==> src/rtl/hazard_fwd_ctrl.sv <==
`default_nettype none
// ============================================================================
// Module   : hazard_fwd_ctrl
// Purpose  : Pipeline hazard controller.
//            - EX-stage operand forwarding select (EX/MEM over MEM/WB).
//            - Decode-stage load-use stall FSM (LOAD_LAT cycles per hazard).
//            - Stall-on-RAW operation when forwarding is disabled.
//            - Taken-branch flush, which overrides and aborts any stall.
//            - Saturating count of hazard-stall cycles.
// Ports    : clk, reset (sync, active-high)
//            IFID_*  : decode-stage source regs and use flags
//            IDEX_*  : EX-stage sources, destination, RegWrite/MemRead
//            EXMEM_* : MEM-stage destination, RegWrite/MemRead
//            MEMWB_* : WB-stage destination, RegWrite
//            branch_taken : taken branch/jump resolved in EX
//            fwd_A/fwd_B  : 00 regfile, 10 EX/MEM, 01 MEM/WB
//            pc_write, IFID_write, IDEX_bubble, IFID_flush : pipeline control
//            stall_cycles : saturating hazard-stall cycle count
// Revision : 1.0  initial release
// ============================================================================
module hazard_fwd_ctrl #(
    parameter int REG_AW   = 5,
    parameter int LOAD_LAT = 1,
    parameter int FWD_EN   = 1,
    parameter int CNT_W    = 16
) (
    input  logic              clk,
    input  logic              reset,
    input  logic [REG_AW-1:0] IFID_rs1,
    input  logic [REG_AW-1:0] IFID_rs2,
    input  logic              IFID_use_rs1,
    input  logic              IFID_use_rs2,
    input  logic [REG_AW-1:0] IDEX_rs1,
    input  logic [REG_AW-1:0] IDEX_rs2,
    input  logic [REG_AW-1:0] IDEX_rd,
    input  logic              IDEX_RegWrite,
    input  logic              IDEX_MemRead,
    input  logic [REG_AW-1:0] EXMEM_rd,
    input  logic              EXMEM_RegWrite,
    input  logic              EXMEM_MemRead,
    input  logic [REG_AW-1:0] MEMWB_rd,
    input  logic              MEMWB_RegWrite,
    input  logic              branch_taken,
    output logic [1:0]        fwd_A,
    output logic [1:0]        fwd_B,
    output logic              pc_write,
    output logic              IFID_write,
    output logic              IDEX_bubble,
    output logic              IFID_flush,
    output logic [CNT_W-1:0]  stall_cycles
);

    localparam logic [0:0]       c_IDLE    = 1'b0;
    localparam logic [0:0]       c_LSTALL  = 1'b1;
    localparam logic [2:0]       c_LAT_M1  = 3'(LOAD_LAT - 1);
    localparam bit               c_MULTI   = (LOAD_LAT > 1);
    localparam bit               c_FWD_ON  = (FWD_EN != 0);
    localparam logic [CNT_W-1:0] c_CNT_MAX = '1;
    localparam logic [CNT_W-1:0] c_CNT_ONE = CNT_W'(1);

    logic [0:0]       r_state;
    logic [0:0]       w_state_nxt;
    logic [2:0]       r_cnt;
    logic [2:0]       w_cnt_nxt;
    logic [CNT_W-1:0] r_stall_cycles;

    logic w_match_ex;
    logic w_match_mem;
    logic w_lu_haz;
    logic w_raw_haz;
    logic w_stall;
    logic [1:0] w_fwd_a;
    logic [1:0] w_fwd_b;

    // ------------------------------------------------------------------
    // EX-stage forwarding. A load sitting in EX/MEM has no data yet, so it
    // is never a forwarding source from that stage.
    // ------------------------------------------------------------------
    function automatic logic [1:0] f_fwd_sel(input logic [REG_AW-1:0] rs,
                                             input logic [REG_AW-1:0] exmem_rd,
                                             input logic              exmem_rw,
                                             input logic              exmem_mr,
                                             input logic [REG_AW-1:0] memwb_rd,
                                             input logic              memwb_rw);
        logic [1:0] sel;
        sel = 2'b00;
        if (c_FWD_ON) begin
            if (exmem_rw && !exmem_mr && (exmem_rd != '0) && (exmem_rd == rs))
                sel = 2'b10;
            else if (memwb_rw && (memwb_rd != '0) && (memwb_rd == rs))
                sel = 2'b01;
        end
        return sel;
    endfunction

    assign w_fwd_a = f_fwd_sel(IDEX_rs1, EXMEM_rd, EXMEM_RegWrite, EXMEM_MemRead,
                               MEMWB_rd, MEMWB_RegWrite);
    assign w_fwd_b = f_fwd_sel(IDEX_rs2, EXMEM_rd, EXMEM_RegWrite, EXMEM_MemRead,
                               MEMWB_rd, MEMWB_RegWrite);

    // ------------------------------------------------------------------
    // Decode hazards. MEM/WB is excluded: the regfile writes before read.
    // ------------------------------------------------------------------
    assign w_match_ex  = (IDEX_rd != '0) &&
                         ((IFID_use_rs1 && (IDEX_rd == IFID_rs1)) ||
                          (IFID_use_rs2 && (IDEX_rd == IFID_rs2)));
    assign w_match_mem = (EXMEM_rd != '0) &&
                         ((IFID_use_rs1 && (EXMEM_rd == IFID_rs1)) ||
                          (IFID_use_rs2 && (EXMEM_rd == IFID_rs2)));

    assign w_lu_haz  = IDEX_MemRead && IDEX_RegWrite && w_match_ex;
    assign w_raw_haz = !c_FWD_ON &&
                       ((IDEX_RegWrite && w_match_ex) || (EXMEM_RegWrite && w_match_mem));

    // Once in LSTALL the offending load has moved on and ID/EX carries
    // bubbles, so the latched state alone holds the stall.
    assign w_stall = ((r_state == c_IDLE) && (w_lu_haz || w_raw_haz)) ||
                     (r_state == c_LSTALL);

    // ------------------------------------------------------------------
    // FSM: state register
    // ------------------------------------------------------------------
    always_ff @(posedge clk) begin
        if (reset) begin
            r_state <= c_IDLE;
            r_cnt   <= 3'd0;
        end else begin
            r_state <= w_state_nxt;
            r_cnt   <= w_cnt_nxt;
        end
    end

    // ------------------------------------------------------------------
    // FSM: next state. The detect cycle is spent in IDLE, so LSTALL covers
    // the remaining LOAD_LAT-1 cycles.
    // ------------------------------------------------------------------
    always_comb begin
        w_state_nxt = r_state;
        w_cnt_nxt   = r_cnt;
        if (branch_taken) begin
            w_state_nxt = c_IDLE;
            w_cnt_nxt   = 3'd0;
        end else begin
            case (r_state)
                c_IDLE: begin
                    if (w_lu_haz && c_MULTI) begin
                        w_state_nxt = c_LSTALL;
                        w_cnt_nxt   = c_LAT_M1;
                    end
                end
                c_LSTALL: begin
                    w_cnt_nxt = r_cnt - 3'd1;
                    if (r_cnt == 3'd1)
                        w_state_nxt = c_IDLE;
                end
                default: begin
                    w_state_nxt = c_IDLE;
                    w_cnt_nxt   = 3'd0;
                end
            endcase
        end
    end

    // ------------------------------------------------------------------
    // FSM: outputs. Priority: reset, then branch flush, then stall.
    // ------------------------------------------------------------------
    always_comb begin
        fwd_A       = w_fwd_a;
        fwd_B       = w_fwd_b;
        pc_write    = 1'b1;
        IFID_write  = 1'b1;
        IDEX_bubble = 1'b0;
        IFID_flush  = 1'b0;
        if (reset) begin
            fwd_A       = 2'b00;
            fwd_B       = 2'b00;
            pc_write    = 1'b0;
            IFID_write  = 1'b0;
            IDEX_bubble = 1'b1;
            IFID_flush  = 1'b1;
        end else if (branch_taken) begin
            IDEX_bubble = 1'b1;
            IFID_flush  = 1'b1;
        end else if (w_stall) begin
            pc_write    = 1'b0;
            IFID_write  = 1'b0;
            IDEX_bubble = 1'b1;
        end
    end

    // ------------------------------------------------------------------
    // Saturating stall-cycle counter; branch-aborted cycles are not stalls.
    // ------------------------------------------------------------------
    always_ff @(posedge clk) begin
        if (reset)
            r_stall_cycles <= '0;
        else if (w_stall && !branch_taken && (r_stall_cycles != c_CNT_MAX))
            r_stall_cycles <= r_stall_cycles + c_CNT_ONE;
    end

    assign stall_cycles = r_stall_cycles;

endmodule
`default_nettype wire

==> config.mk <==
export PLATFORM = sky130hd
export DESIGN_NAME = hazard_fwd_ctrl
export DESIGN_NICKNAME = d
export VERILOG_FILES = /design/src/rtl/hazard_fwd_ctrl.sv
export SDC_FILE = /design/constraint.sdc
export NUM_CORES = 1
export LEC_CHECK = 0
export BUFFER_PORTS_ARGS = -buffer_cell sky130_fd_sc_hd__buf_2
export CAP_MARGIN = 0
export CELL_PAD_IN_SITES_DETAIL_PLACEMENT = 1
export CELL_PAD_IN_SITES_GLOBAL_PLACEMENT = 1
export CORE_UTILIZATION = 30
export DETAILED_ROUTE_END_ITERATION = 16
export PLACE_DENSITY = 0.83
export SYNTH_ARGS = -nofsm -noshare
export SYNTH_HDL_FRONTEND = slang
export SYNTH_SLANG_ARGS = --single-unit
==> constraint.sdc <==
create_clock -name clk -period 2.35 [get_ports clk]
set_clock_uncertainty 0.2 [all_clocks]
set_input_delay 0.47 -clock clk [delete_from_list [all_inputs] [get_ports clk]]
set_output_delay 0.47 -clock clk [all_outputs]
set_load 0.05 [all_outputs]
==> metrics.md <==
| Metric | Value |
|---|---|
| Status | complete, but fails checks |
| Failing checks | setup timing |
| Final nets | 321 |
| Routed len/inst | 14.4 um |
| Cts bufs inserted | 3 |
| Die Width | 73.6 um |
| Die height | 73.6 um |
| Initial DRC Count | 78 |
| Commonest non-fill, non-tap cell in the layout | buf_2 |
| Worst Path Arrival | 1.88 ns |
| Detailed placer's ending HPWL | 3.61 mm |
| Vias per std cell | 5.02 |
| Period utilization | 109% |
| GRT overflow | 0 |
| CTS Sinks | 20 |
| CTS tree | built |
| Cell count of the worst reg-to-reg path | 7 |
| RSZ-0062 raised after global routing | yes |
| H-tree Lvls | 1 |
| Final ANT Viol Nets | 0 |
| Reg2reg setup slack | 0.16 ns |
| Dpl cells | 328 |
| Max FO, Critical Path | 3 |
| Vias in the first global route | 1671 |
| Max Cap Violations | 0 |
| Hold Buf Count CTS | 0 |
| Share of cells above drive strength 1 | 54.0% |
| Leakage power | 0.977 nW |
| Worst-margin pin slew | 0.508 ns |
| Area grow syn2layout | 60.3% |
| DR vias | 1703 |
| Starting Density | 31.9% |
| Cells after Synth | 177 |
| Gpl congestion | 0.769 |
| RR Endpoint | stall_cycles[15] |
| Final Hold Viols | 0 |
| Post-synthesis net count | 225 |
| Fmax | 0.391 GHz |
| Crit end category | primary output |
| Rows | 25 |
| Crit path time final | 2.55 ns |
| Total inserted antenna cells | 0 |
| Cell area power density | 367 mW/mm2 |
| Post-synthesis area per instance | 8.69 um2 |
| Tightest Hold Check Type | flop to flop |
| CP Class | input pin to primary output |
| Fin cells | 339 |
| First-pass GRT wire length | 7.47 mm |
| Drt pass-1 iters | 4 |
| Largest net degree at the start of global routing | 21 |
| CTS max path bufs | 2 |
| Crit start category | input pin |
| CTS Root Cell | clkbuf_8 |
| Routed wire length | 4.88 mm |
| Residual DRC count | 0 |
| #FFs+latches synth | 20 |
| Filler instances | 600 |
| Io pins | 69 |
| Crit path to | fwd_A[0] |
| Maximum VDD drop | 0.173 mV |
| Post-route setup slack | -0.205 ns |
| Register area share after synthesis | 26.0% |
| Final setup fails | 6 |
| Worst Setup SP | MEMWB_rd[1] |
| Total power | 0.000904 W |
| Slew Limit Fails | 0 |
| Slew HR | 65.9% |
| Die area | 0.00542 mm2 |
| Place WS | -0.348 ns |
| GRT Overall Usage | 17.7% |
| Initial antenna violation count | 0 |
| Clock Latency Late Sink | 0.26 ns |
| Crit path required time | 1.68 ns |
| Fin Setup TNS | -0.678 ns |
| Synth warnings | 0 |
| Post-synthesis cell type count | 39 |
| Worst flop-to-flop path startpoint | stall_cycles[0] |
| Clock transition at path regs | 0.08 ns |
| Cell Area, Synth | 0.00154 mm2 |
| # port buffers | 68 |
| Most frequent cells in the layout | buf_2 (57), buf_4 (25), dfxtp_1 (20) |
| Core Area | 0.00482 mm2 |
## synthesized netlist by cell type, drive strengths merged
library cell  instances  area [um2]
a211o                 1        8.76
a211oi                1        7.51
a21oi                16         114
a31oi                 1        21.3
and2                  1        6.26
and4                  2        17.5
buf                   4        35.0
clkbuf                3        11.3
dfxtp                20         400
ha                    3        37.5
inv                   4        15.0
nand2                11        41.3
nand2b                1        6.26
nand3                 3        15.0
nand4                10        68.8
nand4b                1        8.76
nor2                  7        26.3
nor2b                 3        18.8
nor3                  2        10.0
nor3b                 1        7.51
nor4                  6        67.6
o211ai                1        7.51
o21ai                16         114
o22ai                 1        12.5
o311a                 1        10.0
o31ai                 2        15.0
or2                   2        12.5
or3                  14        87.6
or3b                  1        8.76
or4                   6        45.0
xnor2                17         149
xor2                 15         131
## cell families (layout without fill, tap and decap cells)
group,after synthesis,in the layout,share of synthesized area [%]
xor+xnor,32,32,18.2
simple gates,71,71,29.1
flops,20,20,26.0
fa+ha+maj,3,3,2.44
buf+inv,11,106,3.99
compound gates,40,40,20.2
## through the flow
stage / cell area (um2) / hold slack [ns] / util (%)
after global placement: 2140 / 0.268 / 44.5
final: 2460 / 0.292 / 51.2
after detailed placement: 2140 / 0.287 / 44.5
after CTS: 2300 / 0.299 / 47.7
after floorplan: 1600 / 0.256 / -
after global routing: 2460 / 0.310 / 51.2
## worst max-delay path, cell delays in order
cell	delay [ns]
buf_2	0.11
or4_1	0.13
o21ai_1	0.09
or4_4	0.56
nor4_4	0.32
buf_6	0.20
## area by class of cell
| type | instances | area, um2 | area share (%) |
|---|---|---|---|
| inverter | 4 | 15.0 | 0.609 |
| clock inverter | 1 | 30.0 | 1.22 |
| clock buffer | 3 | 41.3 | 1.68 |
| sequential | 20 | 400 | 16.2 |
| multi-input combinational | 146 | 1220 | 49.6 |
| timing repair buffer | 98 | 671 | 27.2 |
| tap | 67 | 83.8 | 3.40 |
## timing repair
action / in CTS / in global routing
pin swaps: 6 / 11
cloned: 0 / 1
buffers inserted: 2 / 5
setup endpoints to repair: 8 / 9
gates resized for setup: 19 / 22
## registers in the layout, indices dropped and copies added, names as in the netlist
register,flops
r_cnt,3
stall_cycles,16
r_state,1
## how the worst min path moves through the flow
stage             start       end  depth (start not counted)
2_1_floorplan  r_cnt[1]  r_cnt[1]                          2
3_3_place_gp   r_cnt[1]  r_cnt[1]                          2
3_5_place_dp   r_cnt[1]  r_cnt[1]                          2
4_1_cts        r_cnt[1]  r_cnt[1]                          2
5_1_grt        r_cnt[1]  r_cnt[1]                          2
6_report       r_cnt[1]  r_cnt[1]                          2
## layer usage
metal / routed length, um / vias to the layer above / part of all wire [%] / global-route usage, %
met5: 0 / - / 0 / 0
met4: 42 / 0 / 0.86 / 4.49
met3: 236 / 5 / 4.8 / 2.61
met2: 2650 / 56 / 54 / 34.4
met1: 1950 / 802 / 40 / 19.7
li1: - / 840 / - / -
## power by group
| group | switching, W | total (W) | leakage (nW) | internal (W) |
|---|---|---|---|---|
| clock network | 0.000126 | 0.000353 | 0.0357 | 0.000228 |
| registers | 0.000000195 | 0.000339 | 0.161 | 0.000339 |
| logic | 0.000106 | 0.000212 | 0.780 | 0.000106 |
| total | 0.000232 | 0.000904 | 0.977 | 0.000672 |
(Power assumes the default switching activity.)
